--- src/rtl/branch_trace_player.sv ---
// Trace-driven stimulus source and hit/miss scoreboard for branch predictors.
// Streams trace records one per cycle and realigns each prediction with its outcome.
module branch_trace_player #(
    parameter int ADDR_W   = 32,
    parameter int TRACE_AW = 10,
    parameter int PRED_LAT = 3,
    parameter int CNT_W    = 32
) (
    input  logic                  clk,
    input  logic                  reset,
    input  logic                  start,
    input  logic                  abort,
    input  logic [TRACE_AW:0]     trace_len,
    output logic                  mem_rd_en,
    output logic [TRACE_AW-1:0]   mem_addr,
    input  logic [2*ADDR_W:0]     mem_rd_data,
    output logic                  bp_valid,
    output logic [ADDR_W-1:0]     bp_direction,
    output logic [ADDR_W-1:0]     bp_next_PC,
    output logic                  bp_branch_result,
    input  logic                  bp_prediction,
    output logic                  busy,
    output logic                  done,
    output logic [CNT_W-1:0]      total_branch,
    output logic [CNT_W-1:0]      correct_cnt,
    output logic [CNT_W-1:0]      mispred_cnt
);

    localparam int LW = TRACE_AW + 1;
    localparam int DW = $clog2(PRED_LAT + 1);

    typedef enum logic [2:0] {
        S_IDLE, S_FETCH, S_STREAM, S_DRAIN, S_DONE
    } state_t;

    state_t              state_q, state_d;
    logic [LW-1:0]       len_q, len_d;
    logic [LW-1:0]       nxt_q, nxt_d;
    logic                rd_en_q, rd_en_d;
    logic [TRACE_AW-1:0] addr_q, addr_d;
    logic                valid_q, valid_d;
    logic [ADDR_W-1:0]   last_pc_q, last_pc_d;
    logic [ADDR_W-1:0]   last_tgt_q, last_tgt_d;
    logic                last_out_q, last_out_d;
    logic [PRED_LAT-1:0] dl_v_q, dl_v_d;
    logic [PRED_LAT-1:0] dl_o_q, dl_o_d;
    logic [DW-1:0]       drain_q, drain_d;
    logic                busy_q, busy_d;
    logic                done_q, done_d;
    logic [CNT_W-1:0]    total_q, total_d;
    logic [CNT_W-1:0]    correct_q, correct_d;
    logic [CNT_W-1:0]    mispred_q, mispred_d;

    logic [ADDR_W-1:0]   rd_pc;
    logic [ADDR_W-1:0]   rd_tgt;
    logic                rd_out;

    assign rd_pc  = mem_rd_data[ADDR_W-1:0];
    assign rd_tgt = mem_rd_data[2*ADDR_W-1:ADDR_W];
    assign rd_out = mem_rd_data[2*ADDR_W];

    always_comb begin
        state_d    = state_q;
        len_d      = len_q;
        nxt_d      = nxt_q;
        addr_d     = addr_q;
        rd_en_d    = 1'b0;
        valid_d    = rd_en_q;
        last_pc_d  = last_pc_q;
        last_tgt_d = last_tgt_q;
        last_out_d = last_out_q;
        drain_d    = drain_q;
        total_d    = total_q;
        correct_d  = correct_q;
        mispred_d  = mispred_q;
        dl_v_d     = dl_v_q;
        dl_o_d     = dl_o_q;

        dl_v_d[0] = valid_q;
        dl_o_d[0] = bp_branch_result;
        for (int i = 1; i < PRED_LAT; i++) begin
            dl_v_d[i] = dl_v_q[i-1];
            dl_o_d[i] = dl_o_q[i-1];
        end

        if (rd_en_q && (nxt_q < len_q)) begin
            rd_en_d = 1'b1;
            addr_d  = nxt_q[TRACE_AW-1:0];
            nxt_d   = nxt_q + LW'(1);
        end

        if (valid_q) begin
            last_pc_d  = rd_pc;
            last_tgt_d = rd_tgt;
            last_out_d = rd_out;
        end

        // All three counters freeze together so total == correct + mispred holds
        if (dl_v_q[PRED_LAT-1] && !(&total_q)) begin
            total_d = total_q + CNT_W'(1);
            if (bp_prediction == dl_o_q[PRED_LAT-1])
                correct_d = correct_q + CNT_W'(1);
            else
                mispred_d = mispred_q + CNT_W'(1);
        end

        unique case (state_q)
            S_IDLE: begin
                if (start) begin
                    total_d   = '0;
                    correct_d = '0;
                    mispred_d = '0;
                    len_d     = trace_len;
                    if (trace_len == '0) begin
                        state_d = S_DONE;
                    end else begin
                        state_d = S_FETCH;
                        rd_en_d = 1'b1;
                        addr_d  = '0;
                        nxt_d   = LW'(1);
                    end
                end
            end
            S_FETCH:  state_d = S_STREAM;
            S_STREAM: begin
                if (valid_q && !rd_en_q) begin
                    state_d = S_DRAIN;
                    drain_d = DW'(PRED_LAT - 1);
                end
            end
            S_DRAIN: begin
                if (drain_q == '0) state_d = S_DONE;
                else drain_d = drain_q - DW'(1);
            end
            S_DONE:   state_d = S_IDLE;
            default:  state_d = S_IDLE;
        endcase

        if (abort && (state_q != S_IDLE)) begin
            state_d = S_IDLE;
            rd_en_d = 1'b0;
            valid_d = 1'b0;
            dl_v_d  = '0;
            dl_o_d  = '0;
        end

        busy_d = (state_d == S_FETCH) || (state_d == S_STREAM)
              || (state_d == S_DRAIN);
        done_d = (state_d == S_DONE);
    end

    always_ff @(posedge clk) begin
        if (!reset) begin
            state_q    <= S_IDLE;
            len_q      <= '0;
            nxt_q      <= '0;
            rd_en_q    <= 1'b0;
            addr_q     <= '0;
            valid_q    <= 1'b0;
            last_pc_q  <= '0;
            last_tgt_q <= '0;
            last_out_q <= 1'b0;
            dl_v_q     <= '0;
            dl_o_q     <= '0;
            drain_q    <= '0;
            busy_q     <= 1'b0;
            done_q     <= 1'b0;
            total_q    <= '0;
            correct_q  <= '0;
            mispred_q  <= '0;
        end else begin
            state_q    <= state_d;
            len_q      <= len_d;
            nxt_q      <= nxt_d;
            rd_en_q    <= rd_en_d;
            addr_q     <= addr_d;
            valid_q    <= valid_d;
            last_pc_q  <= last_pc_d;
            last_tgt_q <= last_tgt_d;
            last_out_q <= last_out_d;
            dl_v_q     <= dl_v_d;
            dl_o_q     <= dl_o_d;
            drain_q    <= drain_d;
            busy_q     <= busy_d;
            done_q     <= done_d;
            total_q    <= total_d;
            correct_q  <= correct_d;
            mispred_q  <= mispred_d;
        end
    end

    // Presented fields come straight from the memory word; they hold when idle
    assign bp_valid         = valid_q;
    assign bp_direction     = valid_q ? rd_pc  : last_pc_q;
    assign bp_next_PC       = valid_q ? rd_tgt : last_tgt_q;
    assign bp_branch_result = valid_q ? rd_out : last_out_q;
    assign mem_rd_en        = rd_en_q;
    assign mem_addr         = addr_q;
    assign busy             = busy_q;
    assign done             = done_q;
    assign total_branch     = total_q;
    assign correct_cnt      = correct_q;
    assign mispred_cnt      = mispred_q;

endmodule
--- config.mk ---
export PLATFORM = sky130hd
export DESIGN_NAME = branch_trace_player
export DESIGN_NICKNAME = d
export VERILOG_FILES = /design/src/rtl/branch_trace_player.sv
export SDC_FILE = /design/constraint.sdc
export NUM_CORES = 1
export LEC_CHECK = 0
export ABC_AREA = 1
export CAP_MARGIN = 20
export CORE_MARGIN = 1.5
export CORE_UTILIZATION = 30
export CTS_BUF_LIST = sky130_fd_sc_hd__clkbuf_4 sky130_fd_sc_hd__clkbuf_8
export CTS_CLUSTER_DIAMETER = 80
export DETAILED_ROUTE_END_ITERATION = 7
export SYNTH_ARGS = -nofsm -noshare
export SYNTH_HDL_FRONTEND = slang
export SYNTH_SLANG_ARGS = --single-unit
--- constraint.sdc ---
create_clock -name clk -period 1.9 [get_ports clk]
set_input_delay 0.38 -clock clk [delete_from_list [all_inputs] [get_ports clk]]
set_output_delay 0.38 -clock clk [all_outputs]
set_load 0.01 [all_outputs]
==> summary.md <==
| Metric | Value |
|---|---|
| Status | `complete, but fails checks` |
| Failing checks | `negative setup slack` |
| Hold_sp | `mem_rd_data[8]` |
| Mapped cell area | `10200 um^2` |
| CP Max Fanout | `7` |
| Die width | `188 um` |
| CP startpoint kind | `flip-flop` |
| Crit-path leading delay family | `buffers and inverters` |
| CP peak stage delay | `400 ps` |
| Nets | `2049` |
| Initial Util | `30.5%` |
| Clk slew on worst S/H paths | `60 ps` |
| Data arrival time of the worst path | `1640 ps` |
| Total GRT Usage | `18.4%` |
| Clk sink count | `208` |
| Antenna diodes | `0` |
| RePlAce Congestion | `0.884` |
| Crit path time final | `2020 ps` |
| Endpoints failing setup | `59` |
| Row Count | `67` |
| Hold Vio Cnt, Final | `0` |
| Die area | `35200 um^2` |
| Clk buf depth | `3` |
| Initial drt markers | `497` |
| Multi-input gate area | `5810 um^2` |
| Dpl hpwl | `24.3 mm` |
| Worst slew pin tran | `405 ps` |
| Max Slew Vio Count | `0` |
| Synth Net Count | `1635` |
| Fmax | `495 MHz` |
| Flop pwr share | `41.5%` |
| Flops & latches, synth | `208` |
| RSZ-0062 raised after global routing | `yes` |
| WL/cell | `14.0 um` |
| Power per Cell Area | `690 nW/um^2` |
| Max_slew headroom | `72.7%` |
| Worst clock skew | `25.3 ps` |
| Post-synth top area share | `40.7%` |
| Mapped Avg Cell Area | `6.64 um^2` |
| Register area share after synthesis | `40.7%` |
| Power Total | `11.0 mW` |
| First-pass GRT wire length | `52.9 mm` |
| Port buffer count | `255` |
| DRC | `0` |
| NetSw | `2.92 mW` |
| Vias | `11100` |
| Design area | `15900 um^2` |
| CTS tree | `built` |
| Warnings from Yosys | `0` |
| Filler cells | `3361` |
| Detailed Route WL | `34.1 mm` |
| Pre-CTS WS | `-195 ps` |
| CP startpoint | `bp_valid$_SDFF_PP0_` |
| Number of global-route vias before repair | `10700` |
| Worst Hold Class | `input pin to flip-flop` |
| Mapped Cells | `1539` |
| Fraction of layout cells with a size suffix above 1 | `24.5%` |
| CP endpoint kind | `primary output` |
| Num ports | `256` |
| Largest net degree at the start of global routing | `72` |
| Max Cap Violations | `0` |
| VDD IR-drop max | `0.420 mV` |
| Worst r2r src | `total_branch[0]$_SDFF_PN0_` |
| Critical path buffers and inverters | `4` |
| Crit share post-route | `106%` |
| Largest cells by area after synthesis | `dfxtp_1 (41%), nand2_1 (19%), nor2_1 (9.1%)` |
| P&R area growth vs syn | `55.9%` |
| Clock share of power | `44.1%` |
| Worst Path Required | `1520 ps` |
| Most common cell after layout, fill and taps aside | `nand2_1` |
| Total grt overflow | `0` |
| Yosys cell types | `42` |
| Final TNS setup | `-2830 ps` |
| Commonest non-fill, non-tap cells in the layout | `nand2_1 (423), nor2_1 (239), dfxtp_1 (183), buf_4 (137), inv_1 (119)` |
| CTS buffer count | `42` |
| Internal power | `8.07 mW` |
| Vias/cell | `4.59` |
| CTS root buf | `clkbuf_8` |
| Final worst slack | `-120 ps` |
| Initial antenna violation count | `0` |
| Post-Place Cell Area | `14200 um^2` |
| Synth area leader | `dfxtp_1` |
| Combinational group share of total power | `14.5%` |
| H-tree Lvls | `2` |
| Pleak | `7.31 nW` |
| Die Ht | `188 um` |
| Worst-path cell chain | `buf_8 -> buf_12 -> buf_12 -> nand2_2 -> nand2_2 -> buf_6` |
| Worst path slowest cell | `dfxtp_4` |
| Reg area | `4200 um^2` |
| Worst-Skew Late Latency | `570 ps` |
| Worst Setup Path Type | `flip-flop to primary output` |
| DR pass1 iterations | `5` |
| ANT nets after route | `0` |
| Core area | `33500 um^2` |
| Switching fraction of total power | `26.6%` |
worst min-delay path, cell delays in order:
cell	delay [ps]
clkdlybuf4s50_1	390
nand2_1	80
a21oi_1	60
metrics by stage:
stage               hold slack [ps]  util [%]  std cells
finish                          393      47.5       2429
global route                    367      47.5       2429
CTS                             348      44.8       2406
detailed placement              400      42.2       2321
global placement                400      42.2       2321
floorplan                       394         -       1539
power by group through the flow:
stage / Sequential (mW) / Combinational, mW / Clock, mW
6_report: 4.56 / 1.59 / 4.84
5_1_grt: 4.57 / 1.74 / 5.22
4_1_cts: 4.54 / 1.39 / 5.03
3_5_place_dp: 4.63 / 1.36 / 0
3_3_place_gp: 4.63 / 1.35 / 0
2_1_floorplan: 4.64 / 0.589 / 0
Yosys cell counts (all sizes together):
library cell / instances
xnor2: 18
dfxtp: 208
a31oi: 1
clkbuf: 28
nor2: 260
buf: 25
o21bai: 7
nand3: 77
nand2: 530
and3: 2
a211oi: 9
nor4: 3
inv: 125
nand4: 17
o21ai: 43
nand3b: 4
xor2: 17
ha: 15
or2: 4
nor3: 26
nor3b: 3
a21oi: 117
timing repair:
item / CTS / global route
pin swaps: 1 / 15
endpoints found under the hold margin: 0 / 0
setup endpoints to repair: 160 / 150
gates resized for setup: 412 / 207
gates cloned: 5 / 4
buffers inserted: 9 / 20
hold buffers: 0 / 0
state kept, by name, indices dropped and copies added (netlist names):
name          cells
drain_q           2
state_q           3
mispred_cnt      32
dl_o_q            3
last_tgt_q       32
len_q            11
busy              1
nxt_q            11
bp_valid          1
done              1
mem_addr         10
last_out_q        1
mem_rd_en         1
last_pc_q        32
total_branch     32
dl_v_q            3
correct_cnt      32
routing by layer:
| metal | vias up | wire [um] | global-route usage [%] |
|---|---|---|---|
| met4 | 0 | 933 | 6.80 |
| met2 | 337 | 16000 | 30.7 |
| met5 | - | 0 | 0 |
| li1 | 5703 | - | - |
| met1 | 5045 | 14200 | 21.8 |
| met3 | 57 | 2860 | 6.44 |
worst paths after layout:
kind	endpoint	depth (start not counted)	slack, ps
hold reg to reg	dl_o_q[1]$_SDFF_PP0_	2	400
setup / recovery	bp_direction[17]	6	-120
hold / removal	last_pc_q[8]$_SDFF_PN0_	3	390
setup reg to reg	correct_cnt[6]$_SDFF_PN0_	14	90
cell families after synthesis:
logic type | share of synthesized area, %
xor gates and xnor gates | 3.07
buffers and inverters | 7.42
AOI/OAI and AO/OA | 9.46
adders and majority gates | 1.84
DFF | 40.7
and+or+nand+nor | 37.5
layout make-up:
type	count	share of cell area [%]
Inverter	125	3.07
Timing Repair Buffer	423	25.1
Sequential cell	208	26.4
Tap cell	448	3.52
Clock inverter	10	0.573
Multi-Input combinational cell	1153	36.5
Clock buffer	62	4.92
No activity file was read; power rests on OpenSTA's default activity.
